`src/rtl/maxhpc_fifo_fwft.sv`:
```
// First-word-fall-through FIFO controller driving an external dual-port RAM with registered read.
// Optional watermark flags are enabled by defining MAXHPC_FIFO_WATERMARK_EN.
module maxhpc_fifo_fwft #(
  parameter int ADDR_WD = 8,
  parameter int DATA_WD = 8,
  parameter int AF_LVL  = 4,
  parameter int AE_LVL  = 2
) (
  input  logic               clk,
  input  logic               rst_n,
  input  logic               in_valid,
  output logic               in_ready,
  input  logic [DATA_WD-1:0] in_data,
  output logic               out_valid,
  input  logic               out_ready,
  output logic [DATA_WD-1:0] out_data,
  output logic [ADDR_WD+1:0] level,
  output logic               ram_a_ce,
  output logic               ram_a_we,
  output logic [ADDR_WD-1:0] ram_a_addr,
  output logic [DATA_WD-1:0] ram_a_d,
  output logic               ram_b_ce,
  output logic [ADDR_WD-1:0] ram_b_addr,
  input  logic [DATA_WD-1:0] ram_b_q
`ifdef MAXHPC_FIFO_WATERMARK_EN
  ,
  output logic               almost_full,
  output logic               almost_empty
`endif
);

  localparam int CW = ADDR_WD + 1;
  localparam int LW = ADDR_WD + 2;
  localparam logic [ADDR_WD:0] DEPTH_C = {1'b1, {ADDR_WD{1'b0}}};

  logic [ADDR_WD-1:0] wr_ptr_reg;
  logic [ADDR_WD-1:0] rd_ptr_reg;
  logic [ADDR_WD:0]   mem_cnt_reg;
  logic [ADDR_WD:0]   mem_cnt_next;
  logic               inflight_reg;
  logic [1:0]         obuf_cnt_reg;
  logic [1:0]         obuf_cnt_next;
  logic [DATA_WD-1:0] obuf0_reg;
  logic [DATA_WD-1:0] obuf1_reg;
  logic [2:0]         occ;
  logic               push;
  logic               pop;
  logic               issue;

  assign in_ready  = (mem_cnt_reg != DEPTH_C);
  assign out_valid = (obuf_cnt_reg != 2'd0);
  assign out_data  = obuf0_reg;

  // Gating with rst_n keeps the RAM write port quiet while reset is held.
  assign push = in_valid & in_ready & rst_n;
  assign pop  = out_valid & out_ready;

  // Buffer slots already claimed once this cycle's pop is accounted for.
  assign occ   = {1'b0, obuf_cnt_reg} + {2'b00, inflight_reg} - {2'b00, pop};
  assign issue = (mem_cnt_reg != '0) && (occ < 3'd2);

  assign mem_cnt_next  = mem_cnt_reg + CW'(push) - CW'(issue);
  assign obuf_cnt_next = obuf_cnt_reg + 2'(inflight_reg) - 2'(pop);

  assign level = LW'(mem_cnt_reg) + LW'(inflight_reg) + LW'(obuf_cnt_reg);

  assign ram_a_ce   = push;
  assign ram_a_we   = push;
  assign ram_a_addr = wr_ptr_reg;
  assign ram_a_d    = in_data;
  assign ram_b_ce   = issue;
  assign ram_b_addr = rd_ptr_reg;

  always_ff @(posedge clk or negedge rst_n) begin
    if (!rst_n) begin
      wr_ptr_reg   <= '0;
      rd_ptr_reg   <= '0;
      mem_cnt_reg  <= '0;
      inflight_reg <= 1'b0;
      obuf_cnt_reg <= 2'd0;
      obuf0_reg    <= '0;
      obuf1_reg    <= '0;
    end else begin
      if (push) wr_ptr_reg <= wr_ptr_reg + 1'b1;
      if (issue) rd_ptr_reg <= rd_ptr_reg + 1'b1;
      mem_cnt_reg  <= mem_cnt_next;
      inflight_reg <= issue;
      obuf_cnt_reg <= obuf_cnt_next;
      // Head leaves on pop; a word returning from the RAM is appended behind what remains.
      if (pop) begin
        if (inflight_reg && obuf_cnt_reg == 2'd2) begin
          obuf0_reg <= obuf1_reg;
          obuf1_reg <= ram_b_q;
        end else if (inflight_reg) begin
          obuf0_reg <= ram_b_q;
        end else begin
          obuf0_reg <= obuf1_reg;
        end
      end else if (inflight_reg) begin
        if (obuf_cnt_reg == 2'd0) obuf0_reg <= ram_b_q;
        else obuf1_reg <= ram_b_q;
      end
    end
  end

`ifdef MAXHPC_FIFO_WATERMARK_EN
  logic [ADDR_WD+1:0] level_next;
  logic               almost_full_reg;
  logic               almost_empty_reg;

  assign level_next = level + LW'(push) - LW'(pop);

  always_ff @(posedge clk or negedge rst_n) begin
    if (!rst_n) begin
      almost_full_reg  <= 1'b0;
      almost_empty_reg <= 1'b1;
    end else begin
      almost_full_reg  <= (level_next >= LW'((2 ** ADDR_WD) + 2 - AF_LVL));
      almost_empty_reg <= (level_next <= LW'(AE_LVL));
    end
  end

  assign almost_full  = almost_full_reg;
  assign almost_empty = almost_empty_reg;
`endif

endmodule

```
`config.mk`:
```
export PLATFORM = sky130hd
export DESIGN_NAME = maxhpc_fifo_fwft
export DESIGN_NICKNAME = d
export VERILOG_FILES = /design/src/rtl/maxhpc_fifo_fwft.sv
export SDC_FILE = /design/constraint.sdc
export NUM_CORES = 1
export LEC_CHECK = 0
export BUFFER_PORTS_ARGS = -buffer_cell sky130_fd_sc_hd__buf_4
export CORE_MARGIN = 10
export CORE_UTILIZATION = 40
export DETAILED_ROUTE_END_ITERATION = 10
export HOLD_SLACK_MARGIN = 0.03
export SKIP_LAST_GASP = 1
export SLEW_MARGIN = 20
export SYNTH_ARGS = -nofsm -noshare
export SYNTH_HDL_FRONTEND = slang
export SYNTH_SLANG_ARGS = --single-unit
```
`constraint.sdc`:
```
create_clock -name clk -period 4 [get_ports clk]
set_input_delay 0.4 -clock clk [delete_from_list [all_inputs] [get_ports clk]]
set_output_delay 0.4 -clock clk [all_outputs]
set_load 0.03 [all_outputs]
```
==> metrics.yaml, run 1 <==
run_status:
  status: "finished, final reports clean"
sta:
  tightest_slew_ns: 0.682
  finClkSkew_ns: 0.00524
  drv_slew: 0
  period_share: 0.899
  finalSetupViolCount: 0
  fmax_mhz: 278
  hold_viol_final: 0
  rsz0062_at_grt: "false"
  post-route-min-period_ns: 3.60
  slew-limit-headroom: 0.536
  fin_setup_tns_ns: 0
yosys:
  syn_area_per_cell_um2: 11.2
  netlist.area_leader.share: 0.439
  synth_warnings: 0
  synth_area_um2: 2510
  netlist-cell-type-count: 35
  syn_inst: 223
  synthTopCellsByArea: "dfrtp_1 44%, ha_1 11%, xnor2_1 7.7%, mux2_2 3.6%, fa_1 3.2%"
  ys_seq_area_frac: 0.439
  yosysTopAreaCell: "dfrtp_1"
  syn_nets: 269
  synth-seq-cells: 44
clocking:
  post_cts_buffers: 0
  clkTransAtPathRegs_ns: 0.09
  numCtsBuffers: 5
  cts_buffer_depth: 2
  root_buffer: "clkbuf_8"
  clock_latency_ns: 0.30
  htree_num_levels: 2
  post_cts_resized: 0
  ctsHoldBuffers: 0
  cts_tree: "done"
  cts.sinks: 44
global_route:
  grt_max_degree: 45
  grt_pass1_vias: 1695
  antenna_found_initial: 0
  grt_use_total: 0.102
  grt_pass1_wl_um: 8270
  overflow: 0
setup_path:
  crit_path_max_incr_delay_ns: 0.43
  cp-startpoint: "obuf_cnt_reg[0]"
  cp-end-kind: "flop"
  reg2reg_setup_slack_ns: 0.40
  critPathTopFamily: "adder cells"
  start_kind: "flop"
  cp_num_buf_inv: 3
  cp_slowest_cell: "fa_1"
  cp_num_cells: 16
  r2r-end: "mem_cnt_reg[8]"
  worstPathCellList: "inv_1 -> and3_1 -> o21bai_1 -> ha_1 -> inv_1 -> fa_1 -> xnor2_1 -> o311a_1 -> ha_1 -> inv_1 -> ha_1 -> fa_1 -> a21oi_1 -> o221ai_1 -> o41ai_1 -> xor2_1"
  crit_arrival_ns: 3.82
  reg2reg_depth: 16
  critPathMaxFanout: 4
  timing.rr.start: "obuf_cnt_reg[0]"
  cp.required_ns: 4.23
  critPathCapture: "mem_cnt_reg[8]"
  path_class: "reg -> reg"
flow_run:
  max-cap-violations: 0
cells_and_area:
  diodes: 0
  ff_latch_area_um2: 1100
  fillers: 569
  final_cell_mix: "52 x buf_4, 44 x dfrtp_1, 22 x xnor2_1, 22 x ha_1, 19 x inv_1"
  final_common_cell: "buf_4"
  fin_nets: 315
  largest_register_ffs: 9
  layout-drive-gt1-share: 0.274
  multi_input_area_um2: 1240
  syn2layout_area_growth_pct: 20.2
floorplanning:
  fp.dieH_um: 99.2
  core_area_um2: 5990
  core.rowCount: 28
  io_pins: 67
  start_util: 0.419
  die_area_um2: 9840
  die_w_um: 99.2
drt:
  finalWirelength_um: 5100
  drc: 0
  vias: 1684
  viasPerCell: 4.88
  routedWlPerCell_um: 14.8
  firstDrtPassIters: 4
  ant_nets: 0
  drt_iter0_markers: 32
place:
  gp_congestion: 0.769
  dp_hpwl_um: 3860
  portBuffers: 50
worst_hold_path:
  min_path_type: "in -> async"
per-layer routing:
metal | track usage | wire [um]
met1 | 0.126 | 2410
met2 | 0.159 | 2320
met3 | 0.0408 | 315
met4 | 0.0309 | 55
met5 | 0 | 0
through the flow:
step / hold WS [ns] / cells / setup slack, ns / instance area (um^2) / util
CTS: 0.240 / 345 / 0.373 / 3020 / 0.503
detailed placement: 0.468 / 337 / 0.413 / 2890 / 0.483
floorplan: 0.104 / 223 / 0.472 / 2510 / -
global placement: 0.463 / 337 / 0.461 / 2890 / 0.483
global route: 0.256 / 345 / 0.0863 / 3020 / 0.503
finish: 0.218 / 345 / 0.404 / 3020 / 0.503
worst min-delay path by stage:
stage	from	endpoint	slack (ns)	cells after the start
after floorplan	rst_n	inflight_reg	0.10	0
after global placement	out_data[4]	out_data[4]	0.46	2
after detailed placement	ram_a_addr[7]	ram_a_addr[7]	0.47	1
after CTS	rst_n	out_data[5]	0.24	2
after global routing	rst_n	out_data[0]	0.26	2
final	rst_n	out_data[6]	0.22	2
synthesized netlist by cell type, drive strengths merged:
| library cell | n |
|---|---|
| ha | 22 |
| nand2b | 1 |
| fa | 4 |
| dfrtp | 44 |
| nand4 | 11 |
| and3 | 4 |
| buf | 12 |
| nand3 | 4 |
| o21ai | 8 |
| o21a | 1 |
| xor2 | 7 |
| nand2 | 16 |
| nor2b | 1 |
| nor2 | 8 |
| o221ai | 1 |
| or3 | 1 |
| o311a | 2 |
| inv | 19 |
| or3b | 2 |
| o21bai | 3 |
| or2 | 1 |
| o41ai | 2 |
| nand3b | 2 |
| o211ai | 2 |
| a21oi | 3 |
| clkbuf | 1 |
| xnor2 | 22 |
| mux2i | 9 |
| mux2 | 10 |
logic make-up (layout without fill, tap and decap cells):
family	after synthesis	after routing	synth area share
simple gates	51	51	0.105
flops	44	44	0.439
buf+inv	32	79	0.0678
xor+xnor	29	29	0.101
fa+ha+maj	26	26	0.142
compound gates	22	22	0.0604
mux	19	19	0.0853
final cells by class:
cell class                 instances  area share
inverter                          19      0.0237
timing repair buffer              52       0.129
clock buffer                       6      0.0274
tap                               75      0.0311
multi-input combinational        147       0.410
sequential                        44       0.365
clock inverter                     2      0.0129
Power of run 1 is left out: the tool's default activity adds up to more than one toggle a clock period on the data nets, which glitch-free logic cannot reach.
==> inputs of run 2 (changes only) <==
--- a/config.mk
+++ b/config.mk
@@ -8,6 +8,7 @@
 export BUFFER_PORTS_ARGS = -buffer_cell sky130_fd_sc_hd__buf_4
 export CORE_MARGIN = 10
 export CORE_UTILIZATION = 40
+export CTS_BUF_LIST = sky130_fd_sc_hd__clkbuf_4
 export DETAILED_ROUTE_END_ITERATION = 10
 export HOLD_SLACK_MARGIN = 0.03
 export SKIP_LAST_GASP = 1
==> metrics.yaml, run 2 (synthesized netlist as in run 1, its figures left out) <==
floorplanning:
  core_area_um2: 5990
  fp.dieH_um: 99.2
  core.rowCount: 28
  die_area_um2: 9840
  start_util: 0.419
  io_pins: 67
  die_w_um: 99.2
sta:
  drv_slew: 0
  finClkSkew_ns: 0.00591
  slew-limit-headroom: 0.532
  hold_viol_final: 0
  finalSetupViolCount: 0
  fmax_mhz: 277
  fin_setup_tns_ns: 0
  period_share: 0.904
  post-route-min-period_ns: 3.62
  rsz0062_at_grt: "false"
  tightest_slew_ns: 0.689
global_route:
  grt_pass1_vias: 1700
  antenna_found_initial: 0
  grt_use_total: 0.102
  overflow: 0
  grt_pass1_wl_um: 8220
  grt_max_degree: 45
setup_path:
  reg2reg_setup_slack_ns: 0.38
  worstPathCellList: "inv_1 -> and3_1 -> o21bai_1 -> ha_1 -> inv_1 -> fa_1 -> xnor2_1 -> o311a_1 -> ha_1 -> inv_1 -> ha_1 -> fa_1 -> a21oi_1 -> o221ai_1 -> o41ai_1 -> xor2_1"
  cp_num_buf_inv: 3
  critPathMaxFanout: 4
  crit_path_max_incr_delay_ns: 0.43
  start_kind: "flop"
  cp_slowest_cell: "fa_1"
  crit_arrival_ns: 3.91
  cp-end-kind: "flop"
  cp.required_ns: 4.30
  critPathTopFamily: "adder cells"
  path_class: "reg -> reg"
drt:
  viasPerCell: 4.89
  firstDrtPassIters: 6
  routedWlPerCell_um: 14.6
  vias: 1686
  ant_nets: 0
  drc: 0
  drt_iter0_markers: 34
  finalWirelength_um: 5040
worst_hold_path:
  min_path_type: "in -> async"
cells_and_area:
  fin_nets: 315
  diodes: 0
  fin_cells: 345
  multi_input_area_um2: 1240
  ff_latch_area_um2: 1100
  fillers: 575
  postLayoutCoreUtil: 0.496
  final_cell_mix: "52 x buf_4, 44 x dfrtp_1, 22 x xnor2_1, 22 x ha_1, 19 x inv_1"
  final_common_cell: "buf_4"
  layout-drive-gt1-share: 0.270
  largest_register_ffs: 9
  syn2layout_area_growth_pct: 18.6
place:
  gp_congestion: 0.769
  portBuffers: 50
  dpl.cell_count: 337
  dp_hpwl_um: 3860
clocking:
  cts_tree: "done"
  cts_buffer_depth: 2
  ctsHoldBuffers: 0
  post_cts_buffers: 0
  clkTransAtPathRegs_ns: 0.13
  cts.sinks: 44
  htree_num_levels: 2
  root_buffer: "clkbuf_4"
  numCtsBuffers: 5
  clock_latency_ns: 0.36
  post_cts_resized: 0
run_status:
  status: "finished, final reports clean"
flow_run:
  max-cap-violations: 0
[run 2: cell count changes in the layout (fill, tap and decap cells not counted), sizes merged]
cell / previous run / this run
clkbuf: 6 / 5
clkinv: 1 / 2
[run 2: per-stage QoR]
step	instance area, um^2	setup WS [ns]	hold slack, ns
global route	2970	0.0630	0.167
detailed placement	2890	0.413	0.468
floorplan	2510	0.472	0.104
CTS	2970	0.359	0.151
global placement	2890	0.461	0.463
finish	2970	0.384	0.148
[run 2: final timing paths]
check / startpoint / end / cells past startpoint
setup reg to reg: obuf_cnt_reg[0] / mem_cnt_reg[8] / 16
setup / recovery: obuf_cnt_reg[0] / mem_cnt_reg[8] / 16
max in group asynchronous: rst_n / ram_b_addr[5] / 2
min in group clk: ram_b_q[5] / obuf1_reg[5] / 2
hold / removal: rst_n / out_data[6] / 2
hold reg to reg: ram_b_addr[7] / ram_b_addr[7] / 1
[run 2: layout make-up]
cell class,count,share of cell area
Clock buffer,5,0.0126
Clock inverter,3,0.0143
Inverter,19,0.0240
Multi-Input combinational cell,147,0.416
Sequential cell,44,0.370
Tap cell,75,0.0316
Timing Repair Buffer,52,0.131
[run 2: routing by layer]
| metal | routed length, um | track usage | vias up |
|---|---|---|---|
| met5 | 0 | 0 | - |
| met4 | 97 | 0.0474 | 0 |
| met3 | 260 | 0.0304 | 12 |
| met2 | 2290 | 0.156 | 36 |
| met1 | 2390 | 0.127 | 796 |
| li1 | - | - | 842 |
Power of run 2 is left out for the same reason.
